$ cat src/rtl/qs_pkg.sv
// Shared qs definitions: data width plus the egress buffer entry and state types.
package qs_pkg;

  localparam int unsigned W = 16;
  typedef logic [W-1:0] w_t;

  localparam int unsigned EGRESS_DEPTH_DEFAULT = 64;

  typedef struct packed {
    logic err;
    logic eop;
    w_t   dat;
  } egress_entry_t;

  localparam int unsigned EGRESS_ENTRY_W = $bits(egress_entry_t);

  typedef enum logic [1:0] {
    IDLE = 2'd0,
    PKT  = 2'd1,
    DROP = 2'd2
  } egress_state_t;

endpackage

$ cat src/rtl/qs_egress_mem.sv
// Egress beat storage: flop array, one write port, asynchronous read port.
module qs_egress_mem
  import qs_pkg::*;
#(
  parameter  int unsigned DEPTH = EGRESS_DEPTH_DEFAULT,
  localparam int unsigned AW    = $clog2(DEPTH)
) (
  input  logic                      clk,
  input  logic                      we,
  input  logic [AW-1:0]             waddr,
  input  logic [EGRESS_ENTRY_W-1:0] wdata,
  input  logic [AW-1:0]             raddr,
  output logic [EGRESS_ENTRY_W-1:0] rdata
);

  logic [EGRESS_ENTRY_W-1:0] mem_q [DEPTH];

  // Write port; contents need no reset since pointers gate visibility.
  always_ff @(posedge clk) begin
    if (we) begin
      mem_q[waddr] <= wdata;
    end
  end

  // Combinational read of the entry at the read pointer.
  always_comb begin
    rdata = mem_q[raddr];
  end

endmodule

$ cat src/rtl/qs_egress.sv
// Packet store-and-forward buffer behind qs: whole packets are absorbed,
// committed on eop and replayed on a valid/ready interface. Packets that do
// not fit are dropped whole; framing violations are discarded and counted.
module qs_egress
  import qs_pkg::*;
#(
  parameter int unsigned DEPTH = EGRESS_DEPTH_DEFAULT,
  parameter int unsigned CNT_W = 16
) (
  input  logic             clk,
  input  logic             rst,
  input  logic             in_vld,
  input  logic             in_sop,
  input  logic             in_eop,
  input  logic             in_err,
  input  logic [W-1:0]     in_dat,
  output logic             out_vld_r,
  output logic             out_sop_r,
  output logic             out_eop_r,
  output logic             out_err_r,
  output logic [W-1:0]     out_dat_r,
  input  logic             out_rdy,
  output logic [CNT_W-1:0] drop_cnt_r,
  output logic [CNT_W-1:0] proto_cnt_r
);

  localparam int unsigned AW = $clog2(DEPTH);
  localparam int unsigned PW = AW + 1;
  localparam logic [PW-1:0] DEPTH_P = PW'(DEPTH);
  localparam logic [PW-1:0] ONE_P   = PW'(1);

  egress_state_t state_q, state_d;

  logic [PW-1:0] wr_ptr_q,  wr_ptr_d;
  logic [PW-1:0] cmt_ptr_q, cmt_ptr_d;
  logic [PW-1:0] rd_ptr_q,  rd_ptr_d;

  logic [CNT_W-1:0] drop_cnt_q,  drop_cnt_d;
  logic [CNT_W-1:0] proto_cnt_q, proto_cnt_d;

  logic         out_vld_q, out_vld_d;
  logic         out_sop_q, out_sop_d;
  logic         out_eop_q, out_eop_d;
  logic         out_err_q, out_err_d;
  logic [W-1:0] out_dat_q, out_dat_d;
  logic         sop_pend_q, sop_pend_d;

  logic          mem_we;
  logic [AW-1:0] mem_waddr;
  egress_entry_t mem_wdata;
  egress_entry_t mem_rdata;

  logic [PW-1:0] occ_wr;
  logic [PW-1:0] occ_cmt;
  logic          full_wr;
  logic          full_cmt;
  logic          drop_inc;
  logic          proto_inc;
  logic          avail;
  logic          load;

  qs_egress_mem #(
    .DEPTH (DEPTH)
  ) u_mem (
    .clk   (clk),
    .we    (mem_we),
    .waddr (mem_waddr),
    .wdata (mem_wdata),
    .raddr (rd_ptr_q[AW-1:0]),
    .rdata (mem_rdata)
  );

  // Occupancy from registered pointers; a slot freed by a pop is usable next cycle.
  always_comb begin
    occ_wr   = wr_ptr_q - rd_ptr_q;
    occ_cmt  = cmt_ptr_q - rd_ptr_q;
    full_wr  = (occ_wr == DEPTH_P);
    full_cmt = (occ_cmt == DEPTH_P);
  end

  // Write FSM: accept, commit, rewind or discard the incoming beat.
  always_comb begin
    state_d   = state_q;
    wr_ptr_d  = wr_ptr_q;
    cmt_ptr_d = cmt_ptr_q;
    mem_we    = 1'b0;
    mem_waddr = wr_ptr_q[AW-1:0];
    mem_wdata = '{err: in_err, eop: in_eop, dat: in_dat};
    drop_inc  = 1'b0;
    proto_inc = 1'b0;

    if (in_vld) begin
      if (in_sop) begin
        // Every sop restarts from the committed pointer: a rewind in PKT, a
        // no-op in IDLE/DROP where wr_ptr already equals cmt_ptr.
        if (state_q != IDLE) begin
          proto_inc = 1'b1;
        end
        wr_ptr_d = cmt_ptr_q;
        if (!full_cmt) begin
          mem_we    = 1'b1;
          mem_waddr = cmt_ptr_q[AW-1:0];
          wr_ptr_d  = cmt_ptr_q + ONE_P;
          if (in_eop) begin
            cmt_ptr_d = cmt_ptr_q + ONE_P;
            state_d   = IDLE;
          end else begin
            state_d = PKT;
          end
        end else begin
          drop_inc = 1'b1;
          state_d  = in_eop ? IDLE : DROP;
        end
      end else begin
        unique case (state_q)
          IDLE: begin
            proto_inc = 1'b1;
            state_d   = in_eop ? IDLE : DROP;
          end
          PKT: begin
            if (full_wr) begin
              wr_ptr_d = cmt_ptr_q;
              drop_inc = 1'b1;
              state_d  = in_eop ? IDLE : DROP;
            end else begin
              mem_we   = 1'b1;
              wr_ptr_d = wr_ptr_q + ONE_P;
              if (in_eop) begin
                cmt_ptr_d = wr_ptr_q + ONE_P;
                state_d   = IDLE;
              end
            end
          end
          DROP: begin
            if (in_eop) begin
              state_d = IDLE;
            end
          end
          default: state_d = IDLE;
        endcase
      end
    end
  end

  // Saturating statistics counters.
  always_comb begin
    drop_cnt_d  = drop_cnt_q;
    proto_cnt_d = proto_cnt_q;
    if (drop_inc && !(&drop_cnt_q)) begin
      drop_cnt_d = drop_cnt_q + CNT_W'(1);
    end
    if (proto_inc && !(&proto_cnt_q)) begin
      proto_cnt_d = proto_cnt_q + CNT_W'(1);
    end
  end

  // Output pipeline register fed from committed entries only.
  always_comb begin
    avail      = (rd_ptr_q != cmt_ptr_q);
    load       = (!out_vld_q || out_rdy) && avail;
    rd_ptr_d   = rd_ptr_q;
    out_vld_d  = out_vld_q;
    out_sop_d  = out_sop_q;
    out_eop_d  = out_eop_q;
    out_err_d  = out_err_q;
    out_dat_d  = out_dat_q;
    sop_pend_d = sop_pend_q;
    if (load) begin
      rd_ptr_d   = rd_ptr_q + ONE_P;
      out_vld_d  = 1'b1;
      out_sop_d  = sop_pend_q;
      out_eop_d  = mem_rdata.eop;
      out_err_d  = mem_rdata.err;
      out_dat_d  = mem_rdata.dat;
      sop_pend_d = mem_rdata.eop;
    end else if (out_rdy) begin
      out_vld_d = 1'b0;
    end
  end

  // State, pointer, counter and output registers with synchronous reset.
  always_ff @(posedge clk) begin
    if (rst) begin
      state_q     <= IDLE;
      wr_ptr_q    <= '0;
      cmt_ptr_q   <= '0;
      rd_ptr_q    <= '0;
      drop_cnt_q  <= '0;
      proto_cnt_q <= '0;
      out_vld_q   <= 1'b0;
      out_sop_q   <= 1'b0;
      out_eop_q   <= 1'b0;
      out_err_q   <= 1'b0;
      out_dat_q   <= '0;
      sop_pend_q  <= 1'b1;
    end else begin
      state_q     <= state_d;
      wr_ptr_q    <= wr_ptr_d;
      cmt_ptr_q   <= cmt_ptr_d;
      rd_ptr_q    <= rd_ptr_d;
      drop_cnt_q  <= drop_cnt_d;
      proto_cnt_q <= proto_cnt_d;
      out_vld_q   <= out_vld_d;
      out_sop_q   <= out_sop_d;
      out_eop_q   <= out_eop_d;
      out_err_q   <= out_err_d;
      out_dat_q   <= out_dat_d;
      sop_pend_q  <= sop_pend_d;
    end
  end

  assign out_vld_r   = out_vld_q;
  assign out_sop_r   = out_sop_q;
  assign out_eop_r   = out_eop_q;
  assign out_err_r   = out_err_q;
  assign out_dat_r   = out_dat_q;
  assign drop_cnt_r  = drop_cnt_q;
  assign proto_cnt_r = proto_cnt_q;

endmodule

$ cat config.mk
export PLATFORM = sky130hd
export DESIGN_NAME = qs_egress
export DESIGN_NICKNAME = d
export VERILOG_FILES = /design/src/rtl/qs_pkg.sv /design/src/rtl/qs_egress_mem.sv /design/src/rtl/qs_egress.sv
export SDC_FILE = /design/constraint.sdc
export NUM_CORES = 1
export LEC_CHECK = 0
export BUFFER_PORTS_ARGS = -buffer_cell sky130_fd_sc_hd__buf_2
export CORE_MARGIN = 4
export CORE_UTILIZATION = 40
export DETAILED_ROUTE_END_ITERATION = 8
export PLACE_DENSITY = 0.58
export SYNTH_ARGS = -nofsm -noshare
export SYNTH_HDL_FRONTEND = slang
export SYNTH_HIERARCHICAL = 1
export SYNTH_SLANG_ARGS = --single-unit
$ cat constraint.sdc
create_clock -name clk -period 6.3 [get_ports clk]
set_input_delay 0 -clock clk [delete_from_list [all_inputs] [get_ports clk]]
set_output_delay 0 -clock clk [all_outputs]
set_load 0.005 [all_outputs]
# Yosys cells after proc, flatten, opt, wreduce, memory -nomap -nowiden
# Memory sizes are Yosys's and may differ from the RTL's. A register that Yosys moved wholly into a read port is not among the register bits.
# Cells that the tools add are included.
# Widths: inputs -> output; s select.
dict set report word_totals {
  register_bits 76
  ramBits 1152
  elab_cells 82
  mem_count 1
}
# memory words width read_ports rd_clocked_by_memory_dff wr line_no
set mem_list {}
lappend mem_list {u_mem.mem_q 64 18 1 1 1 qs_egress_mem.sv:16} ;# logic [EGRESS_ENTRY_W-1:0] mem_q [DEPTH];
dict set report classes {
  addsub 7
  eq_ne 7
  n_mux 40
  reduce_logical 15
}
# operator n
set ops {}
lappend ops {{$mux 7} 10}
lappend ops {{$add 16x1->16 const B} 2}
lappend ops {{$reduce_and 16->1} 2}
lappend ops {{$mux 6} 5}
lappend ops {{$add 7x1->7 const B} 3}
lappend ops {{$mux 1} 19}
lappend ops {{$eq 7x7->1 const B} 2}
lappend ops {{$sub 7x7->7} 2}
lappend ops {{$mux 2} 5}
lappend ops {{$ne 7x7->1} 1}
lappend ops {{$pmux 2 s3} 1}
lappend ops {{$reduce_bool 2->1} 3}
lappend ops {{$reduce_and 5->1} 1}
lappend ops {{$ne 2x2->1 const B} 2}
lappend ops {{$logic_and 1x1->1} 3}
lappend ops {{$logic_not 1->1} 3}
lappend ops {{$eq 2x1->1 const B} 1}
lappend ops {{$eq 2x2->1 const B} 1}
lappend ops {{$logic_not 2->1} 1}
lappend ops {{$reduce_and 2->1} 1}
lappend ops {{$logic_or 1x1->1} 1}

# Logic depth before layout (Yosys ltp)
# Gate-level depths: netlist of run 1.
dict set report depth {
  depth_word 8
  depth_mapped 14
  ltp_nobuf 12
}

# By module
# Netlist of run 1, hierarchy kept.
# module n_inst cells_per_inst area_each_um2 seq_area_each_um2
set by_module_without_submodules {}
lappend by_module_without_submodules {qs_egress_mem 1 1939 44261.2 34593.2}
lappend by_module_without_submodules {qs_egress 1 552 4390.5 1521.5}

# Least setup slack after synthesis of run 1
# No wires, ideal clock.
dict set report synth_timing {
  kind {register to register}
  startpoint {register rd_ptr_q[5]}
  endpoint {memory u_mem/mem_q[49][0] in the netlist's numbering, enable pin}
  setup_time_ns 0.416
  t_arrival_ns 4.235
  required_time_ns 5.884
  slack_ns 1.649
  path_stages_with_launch 14
  path_buffers 2
  cell_sequence {dfxtp_1 -> inv_1 -> ha_1 -> inv_1 -> and3_1 -> a2111o_1 -> nor4_4 -> buf_4 -> nand3b_2 -> mux2_2 -> clkbuf_1 -> nor2b_1 -> nand4_1 -> nor3_1}
}
dict set report synth_via {
  elab_cells_between_ends 14
}
# element line_no
set synth_lines {}
lappend synth_lines {{start, declared} qs_egress.sv:36} ;# logic [PW-1:0] rd_ptr_q, rd_ptr_d;
lappend synth_lines {{start signal, assigned} qs_egress.sv:200} ;# rd_ptr_q <= rd_ptr_d;
lappend synth_lines {{$sub 7x7->7} qs_egress.sv:76} ;# occ_cmt = cmt_ptr_q - rd_ptr_q;
lappend synth_lines {{$eq 7x7->1} qs_egress.sv:78} ;# full_cmt = (occ_cmt == DEPTH_P);
lappend synth_lines {{$mux 6} qs_egress.sv:100} ;# if (!full_cmt) begin
lappend synth_lines {{$mux 6} qs_egress.sv:93} ;# if (in_sop) begin
lappend synth_lines {{$mux 6} qs_egress.sv:92} ;# if (in_vld) begin
lappend synth_lines {{named net mem_waddr[3]} qs_egress.sv:49} ;# logic [AW-1:0] mem_waddr;
lappend synth_lines {{end, declared} qs_egress_mem.sv:16}
# The timed path passes the listed nets, and every way through them passes these cells.

# Worst setup path after layout of run 1
dict set report layout_timing {
  startpoint {register rd_ptr_q[2]}
  endpoint {memory u_mem/mem_q[9][8] in the netlist's numbering, enable pin}
}
# The elaborated chain is that of the path after synthesis.

==> flow_metrics.env, run 1 <==
export IMPL_grt_max_degree=125
export IMPL_antenna_found_initial=2
export IMPL_synth_top_family_by_area="multiplexers"
export IMPL_synthFlopType="edfxtp_1"
export IMPL_setup_violations=0
export IMPL_path_delay_family="simple AND/OR/NAND/NOR gates"
export IMPL_cts_sinks=1228
export IMPL_cp_arrival_ns=5.78
export IMPL_dieArea_um2=127000
export IMPL_nNetsFinal=2697
export IMPL_via_per_inst=5.70
export IMPL_placementRows=127
export IMPL_critPathMaxFanout=18
export IMPL_wl_per_cell_um=27.9
export IMPL_dpl_instance_area_um2=51200
export IMPL_via_count=24934
export IMPL_tightest_slew_ns=1.31
export IMPL_fin_setup_tns_ns=0
export IMPL_hold_path_class="input port to register"
export IMPL_crit_buf_inv=2
export IMPL_yosysTopAreaCell="edfxtp_1"
export IMPL_dp_hpwl_um=72900
export IMPL_worst_slack_ns=0.841
export IMPL_yosys_cell_types_count=71
export IMPL_grt_util_all_layers_pct=19.1
export IMPL_cts_buffer_depth=3
export IMPL_relSlewSlack_pct=12.6
export IMPL_synthAdderAreaFrac_pct=0.437
export IMPL_critPathCaptureType="register"
export IMPL_period_needed_ns=5.46
export IMPL_yosysSeqAreaShare_pct=74.2
export IMPL_diodes=0
export IMPL_synth_top_area_share_pct=71.1
export IMPL_cts_buffers=120
export IMPL_cts_htree_levels=3
export IMPL_core_um2=120000
export IMPL_synth_avg_cell_area_um2=19.5
export IMPL_critical_path_required_ns=6.62
export IMPL_drive_gt1_share_pct=27.1
export IMPL_drv_cap=0
export IMPL_slowest_delay_ns=0.91
export IMPL_path_cells="inv_1, ha_1, nor2_1, a21oi_1, mux2i_1, nor4_4, nand3b_2, o21ai_0, nand3_1, buf_4, nor2_2"
export IMPL_yosys_area_share_simple_pct=4.05
export IMPL_clk_pin_slew_worst_paths_ns=0.06
export IMPL_power_density_nw_per_um2=357
export IMPL_die_x_um=357
export IMPL_synth_seq_cells=1228
export IMPL_worstSetupStartpointType="register"
export IMPL_synthArstFlopShare_pct=0
export IMPL_drcViolationCount=0
export IMPL_syn_inst=2491
export IMPL_ys_warn_count=6
export IMPL_skew_ns=0.0299
export IMPL_report_final_slew_viol_count=0
export IMPL_period_share_pct=86.7
export IMPL_synth_edf_count=1152
export IMPL_start_util_pct=40.4
export IMPL_netlist_top_cells_area="edfxtp_1 71%, mux4_2 14%, dfxtp_1 3.1%, mux2i_1 1.3%, nor2_1 1.1%"
export IMPL_finalWirelength_um=122000
export IMPL_cts_root_buf="clkbuf_16"
export IMPL_rsz0062_at_grt="false"
export IMPL_leakagePower_nw=17.0
export IMPL_area_growth_pct=14.2
export IMPL_drt_iter0_markers=3219
export IMPL_slowest_stage="o21ai_0"
export IMPL_synth_area_um2=48700
export IMPL_synth_xor_area_share_pct=0.483
export IMPL_ioPinCount=75
export IMPL_ir_worst_vdd_mv=0.236
export IMPL_grt_pass1_vias=24840
export IMPL_place_gp_congestion=0.878
export IMPL_status="finished clean"
export IMPL_synth_compound_area_share_pct=3.49
export IMPL_layout_common_cells="1152 x edfxtp_1, 300 x mux4_2, 120 x clkbuf_16"
export IMPL_layout_commonest_cell="edfxtp_1"
export IMPL_grt_pass1_wl_um=177000
export IMPL_firstDrtPassIters=6
export IMPL_port_buffers=74
export IMPL_synthMuxAreaShare_pct=15.6
export IMPL_clock_latency_ns=0.72
export IMPL_dp_slack_ns=0.843
export IMPL_cts_resized=0
export IMPL_overflow=0
export IMPL_final_area_um2=55600
export IMPL_cts_tree="done"
export IMPL_max_freq_mhz=183
export IMPL_worstSetupPathType="register to register"
export IMPL_power_mw=19.8
export IMPL_fillers=10025
export IMPL_synth_nets=2531
export IMPL_detail_route_antenna_nets=0
export IMPL_die_h_um=357
export IMPL_holdWs_ns=0.00529
export IMPL_hold_viol_final=0
## synthesized netlist by cell type, types with 4 or more instances
master,n
a211oi_1,26
a21oi_1,83
a22oi_1,7
a31oi_1,5
and2_1,4
and3_1,5
buf_2,35
buf_4,20
buf_6,14
clkbuf_1,62
dfxtp_1,76
edfxtp_1,1152
ha_1,17
inv_1,21
mux2_2,18
mux2i_1,62
mux4_2,300
nand2_1,95
nand2b_1,17
nand3_1,29
nand3b_1,6
nand4_1,12
nand4b_1,4
nor2_1,140
nor2b_1,14
nor3_1,33
nor4_1,4
o21a_1,4
o21ai_0,53
o21ai_1,25
o22ai_1,27
o31ai_1,8
o32ai_1,7
or3_1,22
or4_1,7
xnor2_1,14
xor2_1,11
## layer usage
layer | GRT usage [%] | vias to the layer above | share of wire (%)
met4 | 4.88 | 0 | 2.3
li1 | - | 10581 | -
met3 | 3.43 | 154 | 7.6
met1 | 27.3 | 13218 | 42
met5 | 0 | - | 0
met2 | 30.7 | 981 | 48
## power by group
| group | switching, mW | internal [mW] | leakage, nW |
|---|---|---|---|
| Sequential | 0.0573 | 9.01 | 11.0 |
| Combinational | 1.77 | 1.29 | 3.93 |
| Clock | 3.17 | 4.51 | 2.08 |
## area by class of cell
| type | instances | area, um^2 | area share [%] |
|---|---|---|---|
| Sequential cell | 1228 | 36100 | 65.0 |
| Clock buffer | 124 | 3020 | 5.43 |
| Inverter | 22 | 82.6 | 0.149 |
| Timing Repair Buffer | 178 | 1230 | 2.21 |
| Multi-Input combinational cell | 1107 | 11800 | 21.3 |
| Tap cell | 1612 | 2020 | 3.63 |
| Clock inverter | 104 | 1270 | 2.28 |
## worst reg2reg max path, stage by stage (launching register included)
cell and delay (ns):
dfxtp_4 0.53, inv_1 0.15, ha_1 0.36, nor2_1 0.08
a21oi_1 0.25, mux2i_1 0.38, nor4_4 0.16, nand3b_2 0.34
o21ai_0 0.91, nand3_1 0.68, buf_4 0.37, nor2_2 0.83
## path summary, 6_finish.rpt
path	startpoint	slack, ns	depth (start not counted)	to
setup / recovery	rd_ptr_q[2]$_SDFFE_PP0P_	0.84	11	u_mem/mem_q[9][8]$_DFFE_PP_
hold / removal	in_dat[0]	0.005	2	u_mem/mem_q[55][0]$_DFFE_PP_
hold reg to reg	out_dat_r[3]$_SDFFE_PP0P_	0.45	2	out_dat_r[3]$_SDFFE_PP0P_
setup reg to reg	rd_ptr_q[2]$_SDFFE_PP0P_	0.84	11	u_mem/mem_q[9][8]$_DFFE_PP_
## stage by stage
stage	util (%)	instances
after floorplan	-	2491
after global placement	42.6	4138
after detailed placement	42.6	4138
after CTS	46.2	4375
after global routing	46.2	4375
final	46.2	4375
## registers in the layout (all words and copies together) (netlist names), 2 cells and up
signal       flops
wr_ptr_q         7
proto_cnt_r     16
u_mem/mem_q   1152
state_q          2
drop_cnt_r      16
out_dat_r       16
rd_ptr_q         7
cmt_ptr_q        7
## timing repair
item	CTS	global route
endpoints found under the hold margin	188	0
setup buffers	0	0
hold buffers	9	0
## cells by family after synthesis
family	Yosys count
muxes	383
adders and majority gates	17
AOI/OAI and AO/OA	273
buffers and inverters	156
xor gates and xnor gates	26
DFF	1228
and+or+nand+nor	408
No activity file was read; power rests on OpenSTA's default activity.
==> run 2: changes to the inputs <==
--- a/config.mk
+++ b/config.mk
@@ -8,6 +8,7 @@
 export BUFFER_PORTS_ARGS = -buffer_cell sky130_fd_sc_hd__buf_2
 export CORE_MARGIN = 4
 export CORE_UTILIZATION = 40
+export CTS_CLUSTER_DIAMETER = 30
 export DETAILED_ROUTE_END_ITERATION = 8
 export PLACE_DENSITY = 0.58
 export SYNTH_ARGS = -nofsm -noshare
==> constraint.sdc (replaced) <==
create_clock -name clk -period 6.3 [get_ports clk]
set_input_delay 0 -clock clk [delete_from_list [all_inputs] [get_ports clk]]
set_output_delay 0 -clock clk [all_outputs]
set_load 0.01 [all_outputs]
==> run 2 against run 1 <==
Net effect: non-clock buffer count increased by 15; flip-flop and latch count unchanged; clock skew down 0.0031 ns; largest power group is now the clock network; clock power up 48%; hold slack better by 0.27 ns; via count rose by 3.0%; routed wire length increased by 1.9%; sequential power hardly changed; total power is 19% higher.
==> flow_metrics.env, run 2 (same netlist as run 1, synthesis figures left out) <==
export IMPL_status="finished clean"
export IMPL_worstSetupPathType="register to register"
export IMPL_die_x_um=357
export IMPL_placementRows=127
export IMPL_critPathCaptureType="register"
export IMPL_relSlewSlack_pct=12.6
export IMPL_nNetsFinal=2808
export IMPL_slowest_stage="o21ai_0"
export IMPL_grt_pass1_vias=25990
export IMPL_skew_ns=0.0268
export IMPL_grt_max_degree=125
export IMPL_start_util_pct=40.4
export IMPL_hold_viol_final=0
export IMPL_power_mw=23.6
export IMPL_cts_buffer_depth=3
export IMPL_p_sw_share_pct=25.6
export IMPL_fin_setup_tns_ns=0
export IMPL_critical_path_required_ns=6.69
export IMPL_holdWs_ns=0.274
export IMPL_critPathMaxFanout=18
export IMPL_switching_power_mw=6.02
export IMPL_p_int_mw=17.5
export IMPL_period_needed_ns=5.45
export IMPL_drive_gt1_share_pct=30.7
export IMPL_stdcell_count=4571
export IMPL_worstSetupStartpointType="register"
export IMPL_hold_path_class="input port to register"
export IMPL_cts_tree="done"
export IMPL_dieArea_um2=127000
export IMPL_dp_slack_ns=0.843
export IMPL_detail_route_antenna_nets=0
export IMPL_tightest_slew_ns=1.31
export IMPL_p_seq_share_pct=38.6
export IMPL_dpl_instance_area_um2=51200
export IMPL_port_buffers=74
export IMPL_setup_violations=0
export IMPL_slowest_delay_ns=0.89
export IMPL_place_gp_congestion=0.878
export IMPL_largest_reg_flops=1152
export IMPL_via_count=25675
export IMPL_postCtsSetupBuffers=0
export IMPL_diodes=0
export IMPL_antenna_found_initial=3
export IMPL_layout_commonest_cell="edfxtp_1"
export IMPL_path_cells="inv_1, ha_1, nor2_1, a21oi_1, mux2i_1, nor4_4, nand3b_2, o21ai_0, nand3_1, buf_4, nor2_2"
export IMPL_drt_iter0_markers=3111
export IMPL_final_area_um2=58700
export IMPL_via_per_inst=5.62
export IMPL_dp_hpwl_um=72900
export IMPL_grt_pass1_wl_um=182000
export IMPL_cp_arrival_ns=5.84
export IMPL_regMostFlops="u_mem/mem_q"
export IMPL_period_share_pct=86.5
export IMPL_combPwrFrac_pct=13.1
export IMPL_cts_buffers=216
export IMPL_report_final_slew_viol_count=0
export IMPL_rsz0062_at_grt="false"
export IMPL_firstDrtPassIters=7
export IMPL_die_h_um=357
export IMPL_postLayoutCoreUtil_pct=48.8
export IMPL_wl_per_cell_um=27.2
export IMPL_ir_worst_vdd_mv=0.289
export IMPL_overflow=0
export IMPL_drcViolationCount=0
export IMPL_clk_pin_slew_worst_paths_ns=0.05
export IMPL_ioPinCount=75
export IMPL_cts_htree_levels=4
export IMPL_leakagePower_nw=18.5
export IMPL_area_growth_pct=20.7
export IMPL_max_freq_mhz=183
export IMPL_power_density_nw_per_um2=401
export IMPL_drv_cap=0
export IMPL_clockPowerShare_pct=48.3
export IMPL_finalWirelength_um=124000
export IMPL_grt_util_all_layers_pct=19.6
export IMPL_clock_latency_ns=0.79
export IMPL_cts_sinks=1228
export IMPL_cts_root_buf="clkbuf_16"
export IMPL_dpl_cell_count=4138
export IMPL_layout_common_cells="1152 x edfxtp_1, 300 x mux4_2, 220 x clkbuf_16"
export IMPL_core_um2=120000
export IMPL_worst_slack_ns=0.849
[run 2: routing by layer]
layer,GRT usage [%],wire length [um]
met5,0,13
met1,27.7,52100
met3,3.95,9720
met2,31.2,59800
met4,5.76,2800
[run 2: worst max-delay path, delay by kind of cell (launching register included)]
kind | cells | cell delay (ns)
AO/OA/AOI/OAI | 2 | 1.14
adder cells (fa/ha/maj) | 1 | 0.36
buffers and inverters | 2 | 0.52
flip-flops | 1 | 0.52
multiplexers | 1 | 0.38
AND/OR/NAND/NOR | 5 | 2.10
[run 2: repair_timing]
item | in CTS | in global routing
hold endpoints to repair | 794 | 0
hold buffers | 24 | 0
gates resized for setup | 0 | 0
[run 2: power by group through the flow]
stage          sequential, mW  clock [mW]  combinational (mW)
2_1_floorplan            9.25           0                2.10
3_3_place_gp             9.24           0                3.11
3_5_place_dp             9.24           0                3.13
4_1_cts                  9.09        11.6                3.15
5_1_grt                  9.09        12.0                3.30
6_report                 9.09        11.4                3.10
[run 2: path summary, 6_finish.rpt]
check / cells after the start / from / slack [ns] / endpoint
hold reg to reg: 2 / out_dat_r[3]$_SDFFE_PP0P_ / 0.45 / out_dat_r[3]$_SDFFE_PP0P_
setup reg to reg: 11 / rd_ptr_q[2]$_SDFFE_PP0P_ / 0.85 / u_mem/mem_q[9][6]$_DFFE_PP_
setup / recovery: 11 / rd_ptr_q[2]$_SDFFE_PP0P_ / 0.85 / u_mem/mem_q[9][6]$_DFFE_PP_
hold / removal: 4 / in_vld / 0.27 / state_q[1]$_SDFFE_PP0P_
[run 2: layout make-up]
cell class / instances / area, um^2
Multi-Input combinational cell: 1107 / 11800
Timing Repair Buffer: 193 / 1380
Fill cell: 9739 / 61500
Clock buffer: 242 / 5590
Tap cell: 1612 / 2020
Clock inverter: 167 / 1710
Sequential cell: 1228 / 36100
Inverter: 22 / 82.6
